$ cat src/rtl/regfile_bytewrite_sb_if.sv
// Decode/writeback bus for regfile_bytewrite_sb: read selects, write port,
// reservation request and the registered read results.
interface regfile_bytewrite_sb_if #(
  parameter int unsigned DATA_W = 16,
  parameter int unsigned ADDR_W = 3
);
  logic [ADDR_W-1:0]   I_rA_select;
  logic [ADDR_W-1:0]   I_rB_select;
  logic [ADDR_W-1:0]   I_rD_select;
  logic [DATA_W-1:0]   I_rD_in;
  logic                I_rD_write;
  logic [DATA_W/8-1:0] I_rD_mask;
  logic                I_res_valid;
  logic [ADDR_W-1:0]   I_res_select;
  logic [DATA_W-1:0]   O_rA_out;
  logic [DATA_W-1:0]   O_rB_out;
  logic                O_rA_busy;
  logic                O_rB_busy;

  // Decode/writeback side
  modport master (
    output I_rA_select, I_rB_select, I_rD_select, I_rD_in, I_rD_write,
           I_rD_mask, I_res_valid, I_res_select,
    input  O_rA_out, O_rB_out, O_rA_busy, O_rB_busy
  );

  // Register file side
  modport slave (
    input  I_rA_select, I_rB_select, I_rD_select, I_rD_in, I_rD_write,
           I_rD_mask, I_res_valid, I_res_select,
    output O_rA_out, O_rB_out, O_rA_busy, O_rB_busy
  );
endinterface

$ cat src/rtl/regfile_bytewrite_sb.sv
// Parametrised register file: two registered read ports with write-through
// forwarding, one byte-masked write port, and a per-register busy scoreboard.
// Optional macro REGFILE_ZERO_REG_EN hardwires register 0 to zero (writes and
// reservations of index 0 ignored, busy[0] always 0).
module regfile_bytewrite_sb #(
  parameter int unsigned DATA_W = 16,
  parameter int unsigned ADDR_W = 3
) (
  input  logic                    I_clk,
  input  logic                    I_reset_n,
  input  logic                    I_enable,
  regfile_bytewrite_sb_if.slave   rf
);
  localparam int unsigned NUM_REGS = 2 ** ADDR_W;
  localparam int unsigned LANES    = DATA_W / 8;

  logic [DATA_W-1:0]   regs_q [NUM_REGS];
  logic [DATA_W-1:0]   regs_d [NUM_REGS];
  logic [NUM_REGS-1:0] busy_q, busy_d;
  logic [DATA_W-1:0]   rA_q, rB_q;
  logic                rA_busy_q, rB_busy_q;
  logic                wr_eff, res_eff;

`ifdef REGFILE_ZERO_REG_EN
  assign wr_eff  = rf.I_rD_write && (|rf.I_rD_mask) && (rf.I_rD_select != '0);
  assign res_eff = rf.I_res_valid && (rf.I_res_select != '0);
`else
  assign wr_eff  = rf.I_rD_write && (|rf.I_rD_mask);
  assign res_eff = rf.I_res_valid;
`endif

  // Next register contents and scoreboard; the read ports sample these
  // post-update values, which gives lane-wise write-through forwarding and
  // the set-wins-over-clear busy rule for free.
  always_comb begin
    for (int unsigned i = 0; i < NUM_REGS; i++) begin
      regs_d[i] = regs_q[i];
    end
    busy_d = busy_q;
    if (wr_eff) begin
      for (int unsigned k = 0; k < LANES; k++) begin
        if (rf.I_rD_mask[k]) begin
          regs_d[rf.I_rD_select][8*k +: 8] = rf.I_rD_in[8*k +: 8];
        end
      end
      busy_d[rf.I_rD_select] = 1'b0;
    end
    if (res_eff) begin
      busy_d[rf.I_res_select] = 1'b1;
    end
  end

  // State and registered read outputs; enable low freezes everything
  always_ff @(posedge I_clk or negedge I_reset_n) begin
    if (!I_reset_n) begin
      for (int unsigned i = 0; i < NUM_REGS; i++) begin
        regs_q[i] <= '0;
      end
      busy_q    <= '0;
      rA_q      <= '0;
      rB_q      <= '0;
      rA_busy_q <= 1'b0;
      rB_busy_q <= 1'b0;
    end else if (I_enable) begin
      for (int unsigned i = 0; i < NUM_REGS; i++) begin
        regs_q[i] <= regs_d[i];
      end
      busy_q    <= busy_d;
      rA_q      <= regs_d[rf.I_rA_select];
      rB_q      <= regs_d[rf.I_rB_select];
      rA_busy_q <= busy_d[rf.I_rA_select];
      rB_busy_q <= busy_d[rf.I_rB_select];
    end
  end

  assign rf.O_rA_out  = rA_q;
  assign rf.O_rB_out  = rB_q;
  assign rf.O_rA_busy = rA_busy_q;
  assign rf.O_rB_busy = rB_busy_q;
endmodule

$ cat src/flat_wrapper.sv
// flat-port wrapper written by rule: the top's interface ports become plain ports
module regfile_bytewrite_sb_flat 
#(
  parameter int unsigned DATA_W = 16,
  parameter int unsigned ADDR_W = 3
)
  (I_clk, I_reset_n, I_enable, rf_I_rA_select, rf_I_rB_select, rf_I_rD_select, rf_I_rD_in, rf_I_rD_write, rf_I_rD_mask, rf_I_res_valid, rf_I_res_select, rf_O_rA_out, rf_O_rB_out, rf_O_rA_busy, rf_O_rB_busy);
  regfile_bytewrite_sb_if #(.DATA_W(DATA_W), .ADDR_W(ADDR_W)) rf_i ();
  input  logic I_clk;
  input  logic I_reset_n;
  input  logic I_enable;
  input wire logic [$bits(rf_i.I_rA_select)-1:0] rf_I_rA_select;
  input wire logic [$bits(rf_i.I_rB_select)-1:0] rf_I_rB_select;
  input wire logic [$bits(rf_i.I_rD_select)-1:0] rf_I_rD_select;
  input wire logic [$bits(rf_i.I_rD_in)-1:0] rf_I_rD_in;
  input wire logic [$bits(rf_i.I_rD_write)-1:0] rf_I_rD_write;
  input wire logic [$bits(rf_i.I_rD_mask)-1:0] rf_I_rD_mask;
  input wire logic [$bits(rf_i.I_res_valid)-1:0] rf_I_res_valid;
  input wire logic [$bits(rf_i.I_res_select)-1:0] rf_I_res_select;
  output wire logic [$bits(rf_i.O_rA_out)-1:0] rf_O_rA_out;
  output wire logic [$bits(rf_i.O_rB_out)-1:0] rf_O_rB_out;
  output wire logic [$bits(rf_i.O_rA_busy)-1:0] rf_O_rA_busy;
  output wire logic [$bits(rf_i.O_rB_busy)-1:0] rf_O_rB_busy;
  assign rf_i.I_rA_select = rf_I_rA_select;
  assign rf_i.I_rB_select = rf_I_rB_select;
  assign rf_i.I_rD_select = rf_I_rD_select;
  assign rf_i.I_rD_in = rf_I_rD_in;
  assign rf_i.I_rD_write = rf_I_rD_write;
  assign rf_i.I_rD_mask = rf_I_rD_mask;
  assign rf_i.I_res_valid = rf_I_res_valid;
  assign rf_i.I_res_select = rf_I_res_select;
  assign rf_O_rA_out = rf_i.O_rA_out;
  assign rf_O_rB_out = rf_i.O_rB_out;
  assign rf_O_rA_busy = rf_i.O_rA_busy;
  assign rf_O_rB_busy = rf_i.O_rB_busy;
  regfile_bytewrite_sb #(.DATA_W(DATA_W), .ADDR_W(ADDR_W)) u_core (.I_clk(I_clk), .I_reset_n(I_reset_n), .I_enable(I_enable), .rf(rf_i));
endmodule
$ cat config.mk
export PLATFORM = sky130hd
export DESIGN_NAME = regfile_bytewrite_sb_flat
export DESIGN_NICKNAME = d
export VERILOG_FILES = /design/src/rtl/regfile_bytewrite_sb_if.sv /design/src/rtl/regfile_bytewrite_sb.sv /design/src/flat_wrapper.sv
export SDC_FILE = /design/constraint.sdc
export NUM_CORES = 1
export LEC_CHECK = 0
export CAP_MARGIN = 20
export CORE_MARGIN = 2
export CORE_UTILIZATION = 60
export CTS_CLUSTER_SIZE = 25
export DETAILED_ROUTE_END_ITERATION = 7
export PLACE_DENSITY = 0.81
export RECOVER_POWER = 25
export SKIP_LAST_GASP = 1
export SYNTH_ARGS = -nofsm -noshare
export SYNTH_HDL_FRONTEND = slang
export SYNTH_SLANG_ARGS = --single-unit
export TNS_END_PERCENT = 20
$ cat constraint.sdc
create_clock -name I_clk -period 1.95 [get_ports I_clk]
set_clock_uncertainty 0.2 [all_clocks]
set_input_delay 0.585 -clock I_clk [delete_from_list [all_inputs] [get_ports I_clk]]
set_output_delay 0.585 -clock I_clk [all_outputs]
set_load 0.03 [all_outputs]
==> results by group <==
Logic synthesis
  – Count of yosys warnings during synthesis: 0
  – Synthesized area: 0.0104 mm²
  – Most area-consuming cells after synthesis: dfrtp_1 41%, mux2_2 12%, o21ai_0 4.2%, a21oi_1 3.1%, nor2_1 2.9%
  – Syn Nets: 1142
  – Post-synthesis instance total: 1107
  – Ys async rst share: 100%
  – Ys flop type: dfrtp_1
  – Post-synthesis sequential area ratio: 40.9%
  – Synthesis-stage register bit count: 170
  – Syn_area_per_cell: 9.41 µm²
  – EDFF count, synth: 0
  – Yosys top cell area share: 40.9%
  – Number of distinct library cells after synthesis: 64
  – Area leader, netlist: dfrtp_1

STA
  – Relative slew slack: 33.0%
  – Max-slew violations: 0
  – Highest clock rate: 436 MHz
  – Worst-Margin Slew: 1.01 ns
  – Crit share post-route: 118%
  – # setup viols final: 146
  – Final hold violation count: 0
  – RSZ-0062 raised after global routing: yes
  – Minimum clock period: 2.29 ns
  – Final WS setup: -0.344 ns

Global routing
  – Total gr overflow: 0
  – GRT Total Usage: 43.1%
  – Antenna violations before repair: 0
  – Vias in the first global route: 10664
  – First-pass GRT wire length: 60800 µm
  – Pin count of the biggest net entering global routing: 38

Clock tree
  – CTS sink count: 170
  – CTS root buffer: clkbuf_16
  – Worst-path clk slew: 0.07 ns
  – Clk_lat worst skew: 0.45 ns
  – CTS Buf Count: 17
  – CTS tree: done
  – H-tree levels: 4
  – CTS max path bufs: 2

Routing
  – ANT nets after route: 0
  – Via count of the routed design: 11671
  – Vias per cell: 7.34
  – First-pass DRT Iterations: 6
  – Residual DRC: 0
  – Initial DRC Count: 2003
  – Post-Route WL: 42400 µm
  – Routed wire per std cell: 26.6 µm

Hold path
  – Hold Crit Class: reg -> reg

Critical path
  – Critical Path AT: 2.47 ns
  – Startpoint Class: input port
  – WP data required: 2.13 ns
  – Crit path kind: in -> reg
  – Worst Setup End Kind: flop
  – CP max-delay cell: o31ai_2
  – Cell chain of the critical path: buf_6, buf_6, buf_12, nand3b_1, o21ai_1, buf_4, o22ai_2, o31ai_2, buf_4, o22a_1
  – CP max stage delay: 0.33 ns
  – CP Max Fanout: 6
  – CP bufs+invs: 5
  – Crit path max-delay family: compound AO/OA/AOI/OAI gates

Run
  – Number of max-cap violations: 0

Floorplan
  – Core Box Area: 0.0171 mm²
  – Initial Utilization: 60.8%
  – Die ar.: 0.0184 mm²
  – IO Count: 69
  – Die height: 136 µm
  – Rows: 48
  – Die Wd: 136 µm

Layout
  – Synthesis-to-layout area growth: 42.5%
  – Area of the multi-input gates: 0.00659 mm²
  – Register area: 0.00425 mm²
  – Most frequent cells in the layout: 198 x buf_4, 170 x dfrtp_1, 96 x mux2_2
  – Layout cells sized above 1: 41.2%
  – Commonest non-fill, non-tap cell in the layout: buf_4
  – Diode count: 0
  – Post-layout nets: 1387
  – Filler cell count: 819

Power and ir drop
  – Leakage: 6.31 nW
  – VDD IR-drop max: 0.717 mV
  – Power Density: 809 mW/mm²
  – Pwr Total: 12.0 mW

Place
  – Post-DP HPWL: 27100 µm
  – Dpl ws: -1.05 ns
  – Port buffer count: 68
  – Routability cong.: 1.03

Run status
  – Status: complete, but fails checks
  – Failing checks: negative setup slack
==> layout make-up <==
cell class	instances	share of cell area (%)
inverters	21	0.531
flip-flops and latches	170	28.7
clock buffers	17	2.87
multi-input cells	816	44.4
clock inverters	15	1.20
repair buffers	326	20.4
well taps	225	1.90
==> sequential cells by signal (all words and copies together) (netlist names) <==
| register | cells |
|---|---|
| u_core.busy_q | 8 |
| u_core.regs_q | 128 |
| u_core.rf.O_rA_busy | 1 |
| u_core.rf.O_rA_out | 16 |
| u_core.rf.O_rB_busy | 1 |
| u_core.rf.O_rB_out | 16 |
==> metal layers <==
metal / up-vias / GRT usage [%] / share of wire [%] / routed length [µm]
li1: 4760 / - / - / -
met1: 5530 / 60.3 / 37 / 15700
met2: 1112 / 64.0 / 43 / 18400
met3: 269 / 14.1 / 15 / 6300
met4: 0 / 12.8 / 4.6 / 1970
met5: - / 0 / 0 / 0
==> cells by family after synthesis <==
kind of cell	synth area share [%]
buffers and inverters	4.64
xor gates and xnor gates	0.421
and+or+nand+nor	13.2
AOI/OAI and AO/OA	26.9
DFF	40.9
muxes	14.0
==> worst paths after layout <==
path | startpoint | endpoint | slack, ns | cells after the start
setup / recovery | rf_I_rD_select[1] | u_core.rf.O_rA_out[13] | -0.34 | 10
hold / removal | u_core.regs_q[16] | u_core.regs_q[16] | 0.32 | 2
setup reg to reg | u_core.regs_q[62] | u_core.rf.O_rA_out[14] | 0.18 | 4
hold reg to reg | u_core.regs_q[16] | u_core.regs_q[16] | 0.32 | 2
max in group asynchronous | I_reset_n | u_core.regs_q[8] | 0.13 | 3
min in group asynchronous | I_reset_n | u_core.regs_q[107] | 0.64 | 2
==> cell usage after synthesis (all sizes together), types with 6 or more instances <==
library cell,instances
mux2i,23
a21oi,64
and3,7
nor3,13
o211ai,13
or3,10
nor4,6
dfrtp,170
a22o,10
o22ai,47
nand4,6
nor3b,20
o221ai,29
inv,21
buf,20
o2111ai,7
clkbuf,80
a31oi,19
o211a,11
nor2b,11
o41ai,6
o22a,8
nor2,85
a32oi,11
nand3,12
o31ai,19
a22oi,6
nand2,56
or4,8
mux2,109
nand2b,10
o21ai,98
o32ai,12
a211oi,20
==> stage by stage <==
step | hold slack (ns) | TNS [ns] | util (%) | instances | instance area [µm²]
global route | 0.340 | -14.64 | 86.7 | 1590 | 14800
CTS | 0.308 | -8.60 | 83.5 | 1573 | 14300
global placement | 0.276 | -117.37 | 76.3 | 1521 | 13100
floorplan | 0.0894 | -38.50 | - | 1107 | 10600
detailed placement | 0.291 | -123.42 | 76.3 | 1521 | 13100
finish | 0.316 | -12.82 | 86.7 | 1590 | 14800
==> where the power goes <==
part | switching (mW) | leakage, nW | internal [mW]
logic | 1.89 | 3.90 | 1.68
registers | 0.744 | 2.13 | 4.19
clock network | 1.65 | 0.290 | 1.84
==> worst reg2reg max path: stages (launching register included) <==
cell and delay (ns):
dfrtp_1 0.43, mux2_2 0.28, mux2_2 0.27, mux2i_2 0.33, a221oi_2 0.13
==> timing repair <==
action / 4_1_cts / 5_1_grt
setup endpoints to repair: 195 / 155
hold buffers: 1 / 0
gates resized for setup: 187 / 102
setup buffers: 20 / 17
hold endpoints to repair: 29 / 0
pin swaps: 46 / 65
gates cloned: 1 / 2
Note: power is estimated with default switching activity, not from simulation.
